$ cat src/rtl/u_seqdiv16by8_rst.sv
// u_seqdiv16by8_rst: restoring divider, one quotient bit per clock, valid/ready on both sides.
// Define U_SEQDIV_PRODUCT_CHECK_EN to add a q*b+r reconstruction check driving chk_err.
module u_seqdiv16by8_rst #(
  parameter int N = 8
) (
  input  logic           clk,
  input  logic           rst_n,
  input  logic           in_valid,
  output logic           in_ready,
  input  logic [2*N-1:0] a,
  input  logic [N-1:0]   b,
  output logic           out_valid,
  input  logic           out_ready,
  output logic [2*N-1:0] q,
  output logic [N-1:0]   r,
  output logic           div0,
  output logic           chk_err
);
  localparam int CW = $clog2(2*N) + 1;
  typedef enum logic [1:0] {IDLE, BUSY, DONE} state_t;
  state_t         state_q, state_d;
  logic [N-1:0]   b_q, b_d;
  logic [N-1:0]   pr_q, pr_d;
  logic [2*N-1:0] qs_q, qs_d;
  logic [CW-1:0]  cnt_q, cnt_d;
  logic [2*N-1:0] q_q, q_d;
  logic [N-1:0]   r_q, r_d;
  logic           div0_q, div0_d;
  logic [N:0]     t;
  logic           qbit;
  logic [N-1:0]   pr_n;
  logic [2*N-1:0] qs_n;
  logic           last;
  // The partial remainder always stays below b, so its N+1-th bit is only needed inside t.
  always_comb begin
    t    = {pr_q, qs_q[2*N-1]};
    qbit = t >= {1'b0, b_q};
    pr_n = qbit ? t[N-1:0] - b_q : t[N-1:0];
    qs_n = {qs_q[2*N-2:0], qbit};
    last = state_q == BUSY && cnt_q == CW'(2*N-1);
  end
  always_comb begin
    state_d = state_q;
    b_d     = b_q;
    pr_d    = pr_q;
    qs_d    = qs_q;
    cnt_d   = cnt_q;
    q_d     = q_q;
    r_d     = r_q;
    div0_d  = div0_q;
    case (state_q)
      IDLE: if (in_valid) begin
        b_d     = b;
        pr_d    = '0;
        qs_d    = a;
        cnt_d   = '0;
        state_d = b == '0 ? DONE : BUSY;
        q_d     = b == '0 ? '1 : q_q;
        r_d     = b == '0 ? a[N-1:0] : r_q;
        div0_d  = b == '0 ? 1'b1 : div0_q;
      end
      BUSY: begin
        pr_d    = pr_n;
        qs_d    = qs_n;
        cnt_d   = cnt_q + CW'(1);
        state_d = last ? DONE : BUSY;
        q_d     = last ? qs_n : q_q;
        r_d     = last ? pr_n : r_q;
        div0_d  = last ? 1'b0 : div0_q;
      end
      DONE:    state_d = out_ready ? IDLE : DONE;
      default: state_d = IDLE;
    endcase
  end
  always_ff @(posedge clk or negedge rst_n) begin
    if (!rst_n) begin
      state_q <= IDLE;
      b_q     <= '0;
      pr_q    <= '0;
      qs_q    <= '0;
      cnt_q   <= '0;
      q_q     <= '0;
      r_q     <= '0;
      div0_q  <= 1'b0;
    end else begin
      state_q <= state_d;
      b_q     <= b_d;
      pr_q    <= pr_d;
      qs_q    <= qs_d;
      cnt_q   <= cnt_d;
      q_q     <= q_d;
      r_q     <= r_d;
      div0_q  <= div0_d;
    end
  end
  assign in_ready  = state_q == IDLE;
  assign out_valid = state_q == DONE;
  assign q         = q_q;
  assign r         = r_q;
  assign div0      = div0_q;
`ifdef U_SEQDIV_PRODUCT_CHECK_EN
  logic [2*N-1:0] a_q;
  logic           chk_q, chk_d;
  logic [3*N-1:0] recon;
  always_comb begin
    recon = {{N{1'b0}}, qs_n} * {{2*N{1'b0}}, b_q} + {{2*N{1'b0}}, pr_n};
    chk_d = state_q == IDLE ? 1'b0 :
            last ? (recon != {{N{1'b0}}, a_q}) || (pr_n >= b_q) :
            (state_q == DONE && out_ready) ? 1'b0 : chk_q;
  end
  always_ff @(posedge clk or negedge rst_n) begin
    if (!rst_n) begin
      a_q   <= '0;
      chk_q <= 1'b0;
    end else begin
      a_q   <= (state_q == IDLE && in_valid) ? a : a_q;
      chk_q <= chk_d;
    end
  end
  assign chk_err = chk_q;
`else
  assign chk_err = 1'b0;
`endif
endmodule
$ cat config.mk
export PLATFORM = sky130hd
export DESIGN_NAME = u_seqdiv16by8_rst
export DESIGN_NICKNAME = d
export VERILOG_FILES = /design/src/rtl/u_seqdiv16by8_rst.sv
export SDC_FILE = /design/constraint.sdc
export NUM_CORES = 1
export LEC_CHECK = 0
export CAP_MARGIN = 0
export CELL_PAD_IN_SITES_DETAIL_PLACEMENT = 0
export CELL_PAD_IN_SITES_GLOBAL_PLACEMENT = 2
export CORE_MARGIN = 2
export CORE_UTILIZATION = 35
export CTS_BUF_LIST = sky130_fd_sc_hd__clkbuf_2
export DETAILED_ROUTE_END_ITERATION = 8
export HOLD_SLACK_MARGIN = 0.08
export MAX_ROUTING_LAYER = met4
export PLACE_DENSITY = 0.95
export SYNTH_ARGS = -nofsm -noshare
export SYNTH_HDL_FRONTEND = slang
export SYNTH_SLANG_ARGS = --single-unit
$ cat constraint.sdc
create_clock -name clk -period 4.82 [get_ports clk]
set_input_delay 0.964 -clock clk [delete_from_list [all_inputs] [get_ports clk]]
set_output_delay 0.964 -clock clk [all_outputs]
set_load 0.02 [all_outputs]
[After elaboration in Yosys (flattened, before gate mapping)]
Cells that the tools add are included.
Word-level totals
  latch bits: 0
  memory bits (read-only): 0
  memories kept: 0
  word-level logic and storage cells: 48
  register bits after elaboration: 64
  memory bits (writable): 0
Operators by class
  reduce and logical (&&, ||, !) cells: 7
  add/sub/neg operators: 2
  bitwise operators: 0
  multiply operators: 0
  div/mod/pow operators: 0
  shift-type cells: 0
  order comparisons: 1
  multiplexer cells: 24
  equality and inequality tests: 6
Operators with widths (count)
  $mux W16: 4
  $pmux W16 S2: 2
  $mux W8: 5
  $pmux W8 S2: 2
  $pmux W5 S2: 1
  $ge A9 B8 Y1: 1
  $logic_not A8 Y1: 1
  $mux W2: 4
  $sub A8 B8 Y8: 1
  $pmux W2 S3: 1
  $add A5 B1 Y5 const B: 1
  $eq A5 B4 Y1 const B: 1
  $mux W5: 1
  $ne A2 B2 Y1 const B: 2
  $reduce_and A2 Y1: 2
  $reduce_and A4 Y1: 1
  $mux W1: 3
  $eq A2 B1 Y1 const B: 1
  $eq A2 B2 Y1 const B: 1
  $logic_not A2 Y1: 1
  $ne A2 B1 Y1 const B: 1
  $pmux W1 S2: 1
  $reduce_bool A2 Y1: 1
  $logic_and A1 B1 Y1: 1

[Longest topological paths before layout]
  depth in word-level cells: 4
  gate-level depth with buffers: 10
  depth with buffers taken out: 10

[Least setup slack after synthesis]
Ideal clock, no wire load.
  kind: input to register
  from: input port b[1]
  to: register q_q[10], in the netlist q[10]
  stages on the path: 6
  path slack: 2.776 ns
  data required time: 4.695 ns
  path buffers: 2
  arrival: 1.919 ns
  cells stage by stage: nor4_1 > nand2_1 > o21ai_1 > buf_2 > buf_4 > a21oi_1
Between the ends
  longest elaborated chain between the ends: 3
RTL lines
  start: declaration: line 11  | input logic [N-1:0] b,
  $logic_not A8 Y1: line 58  | q_d = b == '0 ? '1 : q_q;
  $ne A2 B1 Y1 (no source line)
  $reduce_and A4 Y1 (no source line)
  end signal: assignment: line 91  | q_q <= q_d;
  end: declaration: line 26  | logic [2*N-1:0] q_q, q_d;
Every way passes these cells.
A chain may end at the register's enable or synchronous reset.

[Worst setup path in the final report]
  from: register state_q[1]
  to: output port in_ready
Between the ends
  longest elaborated chain between the ends: 1
RTL lines
  start: declaration: line 21  | state_t state_q, state_d;
  start signal: assignment: line 86  | state_q <= state_d;
  $logic_not A2 Y1: line 96  | assign in_ready = state_q == IDLE;
  end: declaration: line 9  | output logic in_ready,
Every way passes these cells.

==> metrics.txt <==
YS warnings 0; skew final 0.0280 ns; CP cell instances nor2_1 -> clkdlybuf4s50_1; top post-synthesis cells by area dfrtp_1, nand2_1, nor2_1; first-pass GRT wire length 12.1 mm; synthesized area per cell 9.12 sq um; EDFF count, synth 0; Yosys cell types 41; Layout area overhead 22.5%; total gr overflow 0; area leader, netlist dfrtp_1; Top Ports 56; Critical Path Start Type flop; layout cell share with drive strength beyond 1 0.0742; ANT nets after route 0; DP HPWL 4.98 mm; status complete, no violations; chip height 98.0 microns; Fin Setup TNS 0 ns; worst skew pair latency 0.52 ns; internal power 0.00155 W; largest net degree at the start of global routing 58; main flop type after synthesis dfrtp_1; worst setup path class reg -> out; Clk pwr share 0.097; Tot Pwr 0.00286 W; worst path required time 3.86 ns; WHS 0.496 ns; cts bufs inserted 9; Post-Layout Inst Area 3780 sq um; power per cell area 755 nW/um^2; RSZ-0062 raised after global routing false; I/O Buffers 54; Leak Pwr 1.61 nW; Final Wtd Congestion 0.830; CP arrival 1.87 ns; commonest non-fill, non-tap cell in the layout dfrtp_1; CTS clk-pin slew, worst paths 0.19 ns; max incr delay on CP 0.66 ns; deepest clock path buffer count 2; Num Clock Sinks 64; Synth top area share 0.518; Global Route Usage Sum 0.162; Worst path slowest cell clkdlybuf4s50_1; Slew @ Worst Pin 1.25 ns; Syn Nets 378; PostCTS Resize Cnt 0; crit path capture type primary output; synthesized netlist cell count 339; Pre-antenna DRT Iters 4; final wirelength 7.24 mm; Net count, final 425; Switch Pwr 0.00131 W; postcts setup bufs 0; Final Hold Vio Count 0; Total Die Area 9600 sq um; min cycle time layout 2.83 ns; sequential share of the synthesized area 0.518; antenna violations before repair 0; diodes inserted 0; CTS tree built; Max Slew Vio Count 0; hold buffers post-CTS 0; most frequent cells in the layout dfrtp_1, nand2_1, clkdlybuf4s50_1, nor2_1, a21oi_1; maximum vdd drop 0.272 mV; Async S/R FF share, synth 1.00; root buffer cell clkbuf_2; Initial Utilization 0.358; slew margin rel. 0.166; Seq pwr share 0.329; Cell Area, Synth 3090 sq um; logic gate share of total power 0.574; final design utilization 0.438; Vias/cell 5.04; Residual DRC 0; CTS HTree Levels 3; setup violators final 0; Die W 98.0 microns; Yosys reg bits 64; critical-path maximum fanout 5; Avg WL per Cell 14.5 microns; Vias 2513; Hold Path Class reg -> reg; Fmax 0.353 GHz; Core ar. 8640 sq um; vias in the first global route 2537; fin crit share 0.588; Detailed Route Iter0 Violations 105; DP Area 3690 sq um; sw frac 0.457; Max Cap Violations 0; row cnt 34
==> sequential cells by signal, summed over array words and instances, names as in the netlist <==
signal,cells
b_q,8
r,8
qs_q,16
pr_q,8
q,16
cnt_q,5
div0,1
state_q,2
==> kinds of logic after synthesis <==
group           after synthesis  synth area share
flops                        64             0.518
other cells                   1           0.00121
compound gates               87             0.167
simple gates                130             0.177
fa+ha+maj                    11            0.0470
buf+inv                      32            0.0441
mux                           9            0.0312
xor+xnor                      5            0.0142
==> power groups by stage <==
stage	logic [W]	clock network [W]	registers [W]
CTS	0.00165	0.000285	0.000944
detailed placement	0.00164	0	0.000957
global placement	0.00160	0	0.000953
global route	0.00183	0.000304	0.000974
finish	0.00164	0.000278	0.000940
floorplan	0.00109	0	0.00102
==> final cells by class <==
type | instances | area [sq um]
clock buffer | 9 | 45.0
multi-input combinational | 243 | 1360
sequential | 64 | 1600
inverter | 12 | 45.0
clock inverter | 7 | 48.8
tap | 108 | 135
timing repair buffer | 56 | 551
fill | 881 | 4850
==> metal layers <==
metal | vias up | global-route usage | part of all wire
li1 | 1255 | - | -
met5 | - | - | 0
met4 | 0 | 0.0641 | 0.020
met2 | 45 | 0.248 | 0.45
met3 | 12 | 0.0322 | 0.037
met1 | 1201 | 0.211 | 0.49
==> worst max-delay path, delay by kind of cell, from the launching register on <==
kind	cells	cell delay (ns)
buffers and inverters	1	0.66
flip-flops	1	0.47
AND/OR/NAND/NOR	1	0.25
==> Yosys cell counts (3+ instances only) <==
cell type	instances
dfrtp_1	64
nand2_1	55
nor2_1	50
a21oi_1	25
o21ai_0	23
a31oi_1	19
inv_1	12
nand3_1	11
ha_1	10
clkbuf_1	8
buf_2	7
mux2i_1	7
o22ai_1	4
buf_1	3
nand2b_1	3
o21ai_1	3
xor2_1	3
==> worst paths after layout <==
kind / start / cells past startpoint / slack [ns] / end
setup / recovery: state_q[1] / 2 / 1.99 / in_ready
hold / removal: cnt_q[3] / 1 / 0.50 / cnt_q[3]
setup reg to reg: state_q[1] / 6 / 2.22 / q[0]
hold reg to reg: cnt_q[3] / 1 / 0.50 / cnt_q[3]
max in group asynchronous: rst_n / 2 / 3.39 / r[4]
min in group asynchronous: rst_n / 1 / 0.53 / b_q[7]
==> metrics by stage <==
step           setup slack [ns]  std cells
5_1_grt                    1.81        499
3_3_place_gp               1.56        483
2_1_floorplan              2.78        339
3_5_place_dp               1.46        483
6_report                   1.99        499
4_1_cts                    1.96        499
Note: power is estimated with default switching activity, not from simulation.
